**src/rtl/cycle_disp_pkg.sv**
```systemverilog
// Shared definitions for the cycle-count display: converter state encoding,
// seven-segment patterns ({g,f,e,d,c,b,a}, active-low) and datapath widths.
package cycle_disp_pkg;

    localparam int BIN_WIDTH  = 32;
    localparam int BCD_DIGITS = 10;
    localparam int BCD_WIDTH  = 4 * BCD_DIGITS;

    typedef enum logic [1:0] {
        ST_IDLE  = 2'd0,
        ST_SHIFT = 2'd1,
        ST_DONE  = 2'd2
    } conv_state_t;

    localparam logic [6:0] SEG_0     = 7'h40;
    localparam logic [6:0] SEG_1     = 7'h79;
    localparam logic [6:0] SEG_2     = 7'h24;
    localparam logic [6:0] SEG_3     = 7'h30;
    localparam logic [6:0] SEG_4     = 7'h19;
    localparam logic [6:0] SEG_5     = 7'h12;
    localparam logic [6:0] SEG_6     = 7'h02;
    localparam logic [6:0] SEG_7     = 7'h78;
    localparam logic [6:0] SEG_8     = 7'h00;
    localparam logic [6:0] SEG_9     = 7'h10;
    localparam logic [6:0] SEG_DASH  = 7'h3F;
    localparam logic [6:0] SEG_BLANK = 7'h7F;

    // Nibble codes above 9 cannot come out of the converter; show them blank.
    function automatic logic [6:0] seg_decode(input logic [3:0] digit);
        case (digit)
            4'd0:    return SEG_0;
            4'd1:    return SEG_1;
            4'd2:    return SEG_2;
            4'd3:    return SEG_3;
            4'd4:    return SEG_4;
            4'd5:    return SEG_5;
            4'd6:    return SEG_6;
            4'd7:    return SEG_7;
            4'd8:    return SEG_8;
            4'd9:    return SEG_9;
            default: return SEG_BLANK;
        endcase
    endfunction

endpackage

```
**src/rtl/bin2bcd_seq.sv**
```systemverilog
// Sequential double-dabble converter: one add-3/shift iteration per clock.
//
//  state | meaning
//  IDLE  | waiting for start; latches bin_in on start
//  SHIFT | 32 add-3/shift iterations, one per clock
//  DONE  | bcd_out complete, valid=1 for one cycle
module bin2bcd_seq
    import cycle_disp_pkg::*;
(
    input  logic                 clk,
    input  logic                 rst,
    input  logic                 start,
    input  logic [BIN_WIDTH-1:0] bin_in,
    output logic                 busy,
    output logic                 valid,
    output logic [BCD_WIDTH-1:0] bcd_out
);

    localparam int ITER_W = $clog2(BIN_WIDTH);
    localparam logic [ITER_W-1:0] ITER_LAST = ITER_W'(BIN_WIDTH - 1);

    conv_state_t          state, state_next;
    logic [BIN_WIDTH-1:0] bin_sr;
    logic [BCD_WIDTH-1:0] bcd, bcd_adj;
    logic [ITER_W-1:0]    iter;

    // State register
    always_ff @(posedge clk or posedge rst) begin
        if (rst) state <= ST_IDLE;
        else     state <= state_next;
    end

    // Next-state logic; iter is a down-counter whose terminal count ends SHIFT
    always_comb begin
        state_next = state;
        case (state)
            ST_IDLE:  if (start) state_next = ST_SHIFT;
            ST_SHIFT: if (iter == '0) state_next = ST_DONE;
            ST_DONE:  state_next = ST_IDLE;
            default:  state_next = ST_IDLE;
        endcase
    end

    // Add 3 to every BCD nibble that is 5 or more, ahead of the shift
    always_comb begin
        bcd_adj = bcd;
        for (int i = 0; i < BCD_DIGITS; i++) begin
            if (bcd[4*i +: 4] >= 4'd5) bcd_adj[4*i +: 4] = bcd[4*i +: 4] + 4'd3;
        end
    end

    // Shift datapath: load on start, shift the adjusted BCD and binary together
    always_ff @(posedge clk or posedge rst) begin
        if (rst) begin
            bin_sr <= '0;
            bcd    <= '0;
            iter   <= '0;
        end else begin
            case (state)
                ST_IDLE: if (start) begin
                    bin_sr <= bin_in;
                    bcd    <= '0;
                    iter   <= ITER_LAST;
                end
                ST_SHIFT: begin
                    bcd    <= {bcd_adj[BCD_WIDTH-2:0], bin_sr[BIN_WIDTH-1]};
                    bin_sr <= {bin_sr[BIN_WIDTH-2:0], 1'b0};
                    iter   <= iter - 1'b1;
                end
                default: ;
            endcase
        end
    end

    assign busy    = (state != ST_IDLE);
    assign valid   = (state == ST_DONE);
    assign bcd_out = bcd;

endmodule

```
**src/rtl/cycle_count_display.sv**
```systemverilog
// Shows the 32-bit cycle count in decimal on a multiplexed seven-segment display.
// Change detection, overflow dashes, optional leading-zero blanking, digit scan
// and segment decode live here; conversion is done by bin2bcd_seq.
// Optional feature macro: LEADING_ZERO_BLANK_EN blanks zeros above the top nonzero digit.
module cycle_count_display
    import cycle_disp_pkg::*;
#(
    parameter int NUM_DIGITS   = 8,
    parameter int REFRESH_BITS = 17
) (
    input  logic                  clk,
    input  logic                  rst,
    input  logic [BIN_WIDTH-1:0]  count_in,
    input  logic                  done_in,
    output logic                  busy,
    output logic [NUM_DIGITS-1:0] an,
    output logic [6:0]            seg,
    output logic                  dp
);

    localparam int SEL_W  = $clog2(NUM_DIGITS);
    localparam int DISP_W = 4 * NUM_DIGITS;

    logic [BIN_WIDTH-1:0]    last_val;
    logic                    start, conv_valid;
    logic [BCD_WIDTH-1:0]    conv_bcd;
    logic [DISP_W-1:0]       disp;
    logic                    overflow;
    logic [REFRESH_BITS-1:0] scan;
    logic [SEL_W-1:0]        sel;
    logic [NUM_DIGITS-1:0]   lead_zero;
    logic                    zero_run;
    logic [3:0]              cur_digit;
    logic                    cur_blank;
    logic [6:0]              seg_next;

    // A new conversion starts whenever the input differs from the last value taken;
    // changes while busy are caught by this same compare once the converter is idle.
    assign start = (count_in != last_val) && !busy;
    assign sel   = scan[REFRESH_BITS-1 -: SEL_W];

    bin2bcd_seq u_conv (
        .clk     (clk),
        .rst     (rst),
        .start   (start),
        .bin_in  (count_in),
        .busy    (busy),
        .valid   (conv_valid),
        .bcd_out (conv_bcd)
    );

    // Track the converted value and update the display digits atomically on completion
    always_ff @(posedge clk or posedge rst) begin
        if (rst) begin
            last_val <= '0;
            disp     <= '0;
            overflow <= 1'b0;
        end else begin
            if (start) last_val <= count_in;
            if (conv_valid) begin
                disp     <= conv_bcd[DISP_W-1:0];
                overflow <= |conv_bcd[BCD_WIDTH-1:DISP_W];
            end
        end
    end

    // Free-running scan counter; its top bits pick the active digit
    always_ff @(posedge clk or posedge rst) begin
        if (rst) scan <= '0;
        else     scan <= scan + 1'b1;
    end

    // Mark digits that are zero with only zeros above them; digit 0 always shows
    always_comb begin
        lead_zero = '0;
        zero_run  = 1'b1;
`ifdef LEADING_ZERO_BLANK_EN
        for (int k = NUM_DIGITS - 1; k >= 0; k--) begin
            zero_run     = zero_run & (disp[4*k +: 4] == 4'd0);
            lead_zero[k] = zero_run;
        end
        lead_zero[0] = 1'b0;
`endif
    end

    // Select the active digit and decode its segments
    always_comb begin
        cur_digit = 4'd0;
        cur_blank = 1'b0;
        for (int k = 0; k < NUM_DIGITS; k++) begin
            if (sel == SEL_W'(k)) begin
                cur_digit = disp[4*k +: 4];
                cur_blank = lead_zero[k];
            end
        end
        if (overflow)       seg_next = SEG_DASH;
        else if (cur_blank) seg_next = SEG_BLANK;
        else                seg_next = seg_decode(cur_digit);
    end

    // Registered pin drivers so reset forces the display dark without a clock
    always_ff @(posedge clk or posedge rst) begin
        if (rst) begin
            an  <= '1;
            seg <= SEG_BLANK;
            dp  <= 1'b1;
        end else begin
            an  <= ~(NUM_DIGITS'(1) << sel);
            seg <= seg_next;
            dp  <= !((sel == '0) && done_in);
        end
    end

endmodule

```
**config.mk**
```make
export PLATFORM = sky130hd
export DESIGN_NAME = cycle_count_display
export DESIGN_NICKNAME = d
export VERILOG_FILES = /design/src/rtl/cycle_disp_pkg.sv /design/src/rtl/bin2bcd_seq.sv /design/src/rtl/cycle_count_display.sv
export SDC_FILE = /design/constraint.sdc
export NUM_CORES = 1
export LEC_CHECK = 0
export CORE_UTILIZATION = 60
export DETAILED_ROUTE_END_ITERATION = 10
export PLACE_DENSITY = 0.8
export SYNTH_ARGS = -nofsm -noshare
export SYNTH_HDL_FRONTEND = slang
export SYNTH_SLANG_ARGS = --single-unit
```
**constraint.sdc**
```tcl
create_clock -name clk -period 7.8 [get_ports clk]
set_input_delay 1.17 -clock clk [delete_from_list [all_inputs] [get_ports clk]]
set_output_delay 1.17 -clock clk [all_outputs]
set_load 0.02 [all_outputs]
```
# Word level (Yosys, flattened, before mapping)
# Memories as Yosys holds them, arrays and structs flattened.
# Cells that the tools add are included.
# classes
n_addsub,12
multipliers,0
div,0
n_lt_le_gt_ge,10
n_eq_ne,12
shifts,1
mux,28
bitwise_logic,1
n_reduce_logical,12
# ops
cell,count
one-hot mux 40 bit (2 select lines),1
two-way mux 4 bit,17
one-hot mux 32 bit (2 select lines),1
greater-or-equal comparator 4 x 3 -> 1 bit (second input constant),10
two-way mux 40 bit,1
adder 4 x 2 -> 4 bit (second input constant),9
two-way mux 32 bit,1
inequality test 32 bit,1
adder 17 x 1 -> 17 bit (second input constant),1
== test 3 bit (second input constant),4
one-hot mux 5 bit (2 select lines),1
inverter 8 bit,1
OR reduction 8 bit,1
<< shifter 1 x 3 -> 8 bit (first input constant),1
two-way mux 7 bit,1
== test 3 x 2 -> 1 bit (second input constant),2
zero test 5 bit,1
two-way mux 5 bit,1
subtractor 5 x 1 -> 5 bit (second input constant),1
two-way mux 2 bit,2
one-hot mux 2 bit (2 select lines),1
AND reduction 2 bit,2
nonzero test 2 bit,2
adder 3 x 2 -> 3 bit (second input constant),1
10 further kinds,12
# word_totals
register_bits,177
latchBits,0
ram_bits,0
rom_bits,112
mem_count,1
# memory_table
memory,words,width,read_ports,rd_clocked_by_memory_dff,wr,line,rtl
(name not given),16,7,1,0,0,cycle_disp_pkg.sv:30,case (digit)

# Logic depth before layout (Yosys ltp)
# An unclocked memory read counts as a cell.
# depth
depth_word,11
ltp_mapped,10
depth_no_buf,8

# Hierarchy
# A second synthesis with hierarchy kept.
# unflattened
hier_cells,784
hier_area_um2,8884.8
# modules_own_cells
module,n_inst,cells_each,area_each_um2,seq_area_each_um2
bin2bcd_seq,1,465,4491.8,1976.9
cycle_count_display,1,319,4393.0,2472.4

# Least setup slack after synthesis
# Ideal clock, no wire load.
# synth_timing
kind,input-to-reg
from,input count_in[26]
to,register last_val[22]
setup_time_ps,125
arrival_time_ps,2502
required_time_ps,7675
path_slack_ps,5173
cell_stages,7
n_path_buf,2
cell_sequence,xnor2_1 nand4_1 nor4_1 a21oi_1 buf_2 buf_2 mux2_2
# synth_between
elab_chain_cells,2
# synth_lines
item,line,rtl
"start, declared",cycle_count_display.sv:13,"input logic [BIN_WIDTH-1:0] count_in,"
inequality test 32 bit,cycle_count_display.sv:39,assign start = (count_in != last_val) && !busy;
logical AND 1 bit,cycle_count_display.sv:39,
"end signal, assigned",cycle_count_display.sv:59,if (start) last_val <= count_in;
"end, declared",cycle_count_display.sv:24,logic [BIN_WIDTH-1:0] last_val;
# No other way between the ends.
# A chain may end at the register's enable or synchronous reset.

# Worst setup path after layout
# layout_timing
from,input count_in[11]
to,register u_conv.bin_sr[4]
# layout_between
elab_chain_cells,4
# layout_lines
item,line,rtl
inequality test 32 bit,cycle_count_display.sv:39,
logical AND 1 bit,cycle_count_display.sv:39,
inequality test 2 bit (no source line),--,
AND reduction 2 bit (no source line),--,
"end signal, assigned",bin2bcd_seq.sv:61,bin_sr <= bin_in;
"end signal, assigned",bin2bcd_seq.sv:67,"bin_sr <= {bin_sr[BIN_WIDTH-2:0], 1'b0};"
"end, declared",bin2bcd_seq.sv:23,logic [BIN_WIDTH-1:0] bin_sr;
# No other way between the ends.

==> results.tsv <==
metric	value	unit
numPortBuffers	51	
synth_fp_nets	852	
hold_ws	476	ps
clock-sinks	177	
maxSlewHeadroom	0.230	
drt-pass1-iter-count	5	
grt_pass1_vias	5996	
grt_first_pass_wirelength	28800	um
finalPower	2.73	mW
initial_utilization	0.612	
hold_class	reg -> reg	
netlist_area	8460	um^2
synth_cell_types	47	
antenna_found_initial	0	
htreeDepth	4	
dp_hpwl	10800	um
finalSetupViolations	0	
holdBufCountCts	0	
period_share	0.428	
drtIter0Drc	450	
grtUsageTotal	0.253	
cpPeakStageDelay	610	ps
worst-slew-pin-transition	1150	ps
boundaryPins	52	
ys.flop_type	dfrtp_1	
skew	7.00	ps
clk_latency	430	ps
root_buffer	clkbuf_16	
synth_edf_count	0	
synth_area_per_cell	10.7	um^2
place_congestion	0.803	
fin_tns_setup	0	ps
final_nets	883	
cts_tree	done	
slew_viol_final	0	
ys_seq_elements	177	
die_w	121	um
drt_wl_total	16900	um
ff2ff_setup_slack	5250	ps
cp_data_arrival_time	3610	ps
pwr-share-comb	0.219	
worst_path_dominant_cell_family	buffers and inverters	
path_max_fanout	81	
grt_max_degree	116	
core	13800	um^2
power.switching	805	uW
synthTopCellsByArea	dfrtp_1 48%, mux2_2 6.4%, xnor2_1 5.4%, dfstp_2 5.0%, nand2_1 4.6%	
fin_crit	3340	ps
vias	6016	
syn_to_final_growth	14.7	%
yosysWarnings	0	
sw_frac_of_total	0.295	
power_frac_clock	0.330	
crit_chain	clkdlybuf4s50_1 -> xnor2_1 -> nand4_1 -> nor4_1 -> a21oi_4 -> buf_4 -> a22oi_1 -> o21ai_0	
final_cell_mix	161 x dfrtp_1, 103 x nand2_1, 70 x o21ai_0, 52 x xnor2_1, 51 x clkdlybuf4s50_1	
critPathLaunchType	primary input	
crit_required	8070	ps
final_common_cell	dfrtp_1	
num_antenna_cells	0	
core.rowCount	43	
drc	0	
yosysSeqAreaShare	0.526	
grt-ovfl-total	0	
clk_pin_slew	60	ps
p_leak	4.03	nW
crit_path_end_kind	flop	
critPathBufInv	2	
ant_nets	0	
setup_ws	4460	ps
rsz0062_at_grt	no	
synth.largest_area_cell	dfrtp_1	
wl_per_cell	16.6	um
intPower	1.93	mW
ir_drop	0.172	mV
async_flop_share	1.00	
die-height	121	um
powerDensity	282	nW/um^2
drive_gt1_frac	0.139	
cpMaxStageDelayCell	nor4_1	
cts_buffer_depth	2	
viasPerCell	5.93	
status	finished clean	
fin_util	0.702	
critPathKind	in -> reg	
maxCapViolations	0	
die_area	14600	um^2
cts_resized	0	
yosysTopAreaCellShare	0.476	
syn_inst	791	
p_seq_frac	0.451	
fmax	299	MHz
hold_viol	0	
place_ws	4020	ps
cts_buffers	17	
cts_setup_buffers	0	
==> cell families (layout without fill, tap and decap cells) <==
| logic type | count (synthesis) | in the layout | share of synthesized area |
|---|---|---|---|
| buffers and inverters | 76 | 120 | 0.0358 |
| XOR/XNOR | 64 | 64 | 0.0663 |
| adder cells (fa/ha/maj) | 26 | 26 | 0.0385 |
| multiplexers | 59 | 59 | 0.0859 |
| AO/OA/AOI/OAI | 183 | 183 | 0.129 |
| flip-flops | 177 | 177 | 0.526 |
| AND/OR/NAND/NOR | 206 | 206 | 0.119 |
==> worst reg2reg max path: stages (launching register included) <==
cell	delay (ps)
dfrtp_1	840
mux4_2	610
o22ai_2	220
inv_1	130
ha_1	340
inv_1	50
o21ai_0	170
o211ai_1	110
==> final timing paths <==
check,startpoint,end,cells past startpoint
worst max-delay path,count_in[11],u_conv.bin_sr[4],8
worst min-delay path,scan[0],scan[0],1
worst max register to register,scan[14],seg[3],7
worst min register to register,scan[0],scan[0],1
max in group asynchronous,rst,u_conv.bcd_out[36],3
min in group asynchronous,rst,scan[9],2
==> Yosys cell counts (all sizes together) (6+ instances only) <==
| cell | number |
|---|---|
| dfstp | 16 |
| nor4 | 6 |
| o21ai | 70 |
| a31oi | 10 |
| a22oi | 31 |
| buf | 17 |
| nand2 | 103 |
| ha | 26 |
| inv | 31 |
| nor4b | 11 |
| mux2 | 50 |
| nor3 | 7 |
| nand3 | 15 |
| nand4 | 8 |
| xnor2 | 52 |
| clkbuf | 27 |
| dfrtp | 161 |
| nand2b | 14 |
| a21oi | 32 |
| nor2 | 25 |
| o22ai | 26 |
| xor2 | 12 |
==> routing by layer <==
layer	track usage	up-vias	share of wire
met3	0.0434	40	0.037
met5	0	-	0
li1	-	2825	-
met4	0.110	0	0.025
met1	0.333	2993	0.44
met2	0.415	158	0.50
==> power groups by stage <==
stage,logic (mW),registers (mW),clock network (mW)
global placement,0.549,1.23,0
CTS,0.598,1.23,0.913
finish,0.598,1.23,0.902
floorplan,0.453,1.20,0
global route,0.670,1.26,0.952
detailed placement,0.587,1.25,0
==> cell type report <==
| class | count | area (um^2) |
|---|---|---|
| Tap cell | 180 | 225 |
| Clock inverter | 13 | 183 |
| Multi-Input combinational cell | 538 | 3730 |
| Clock buffer | 19 | 443 |
| Sequential cell | 177 | 4450 |
| Timing Repair Buffer | 56 | 548 |
| Inverter | 32 | 125 |
| Fill cell | 960 | 4120 |
==> sequential cells by signal, indices dropped and copies added (netlist names) <==
name and count:
an 8, u_conv.bin_sr 32, scan 17, u_conv.bcd_out 40
last_val 32, overflow 1, seg 7, disp 32
u_conv.iter 5, u_conv.state 2, dp 1
==> stage by stage <==
stage	cells	instance area, um^2
2_1_floorplan	791	8460
3_3_place_gp	983	9080
3_5_place_dp	983	9080
4_1_cts	1015	9710
5_1_grt	1015	9710
6_report	1015	9710
Note: power is estimated with default switching activity, not from simulation.
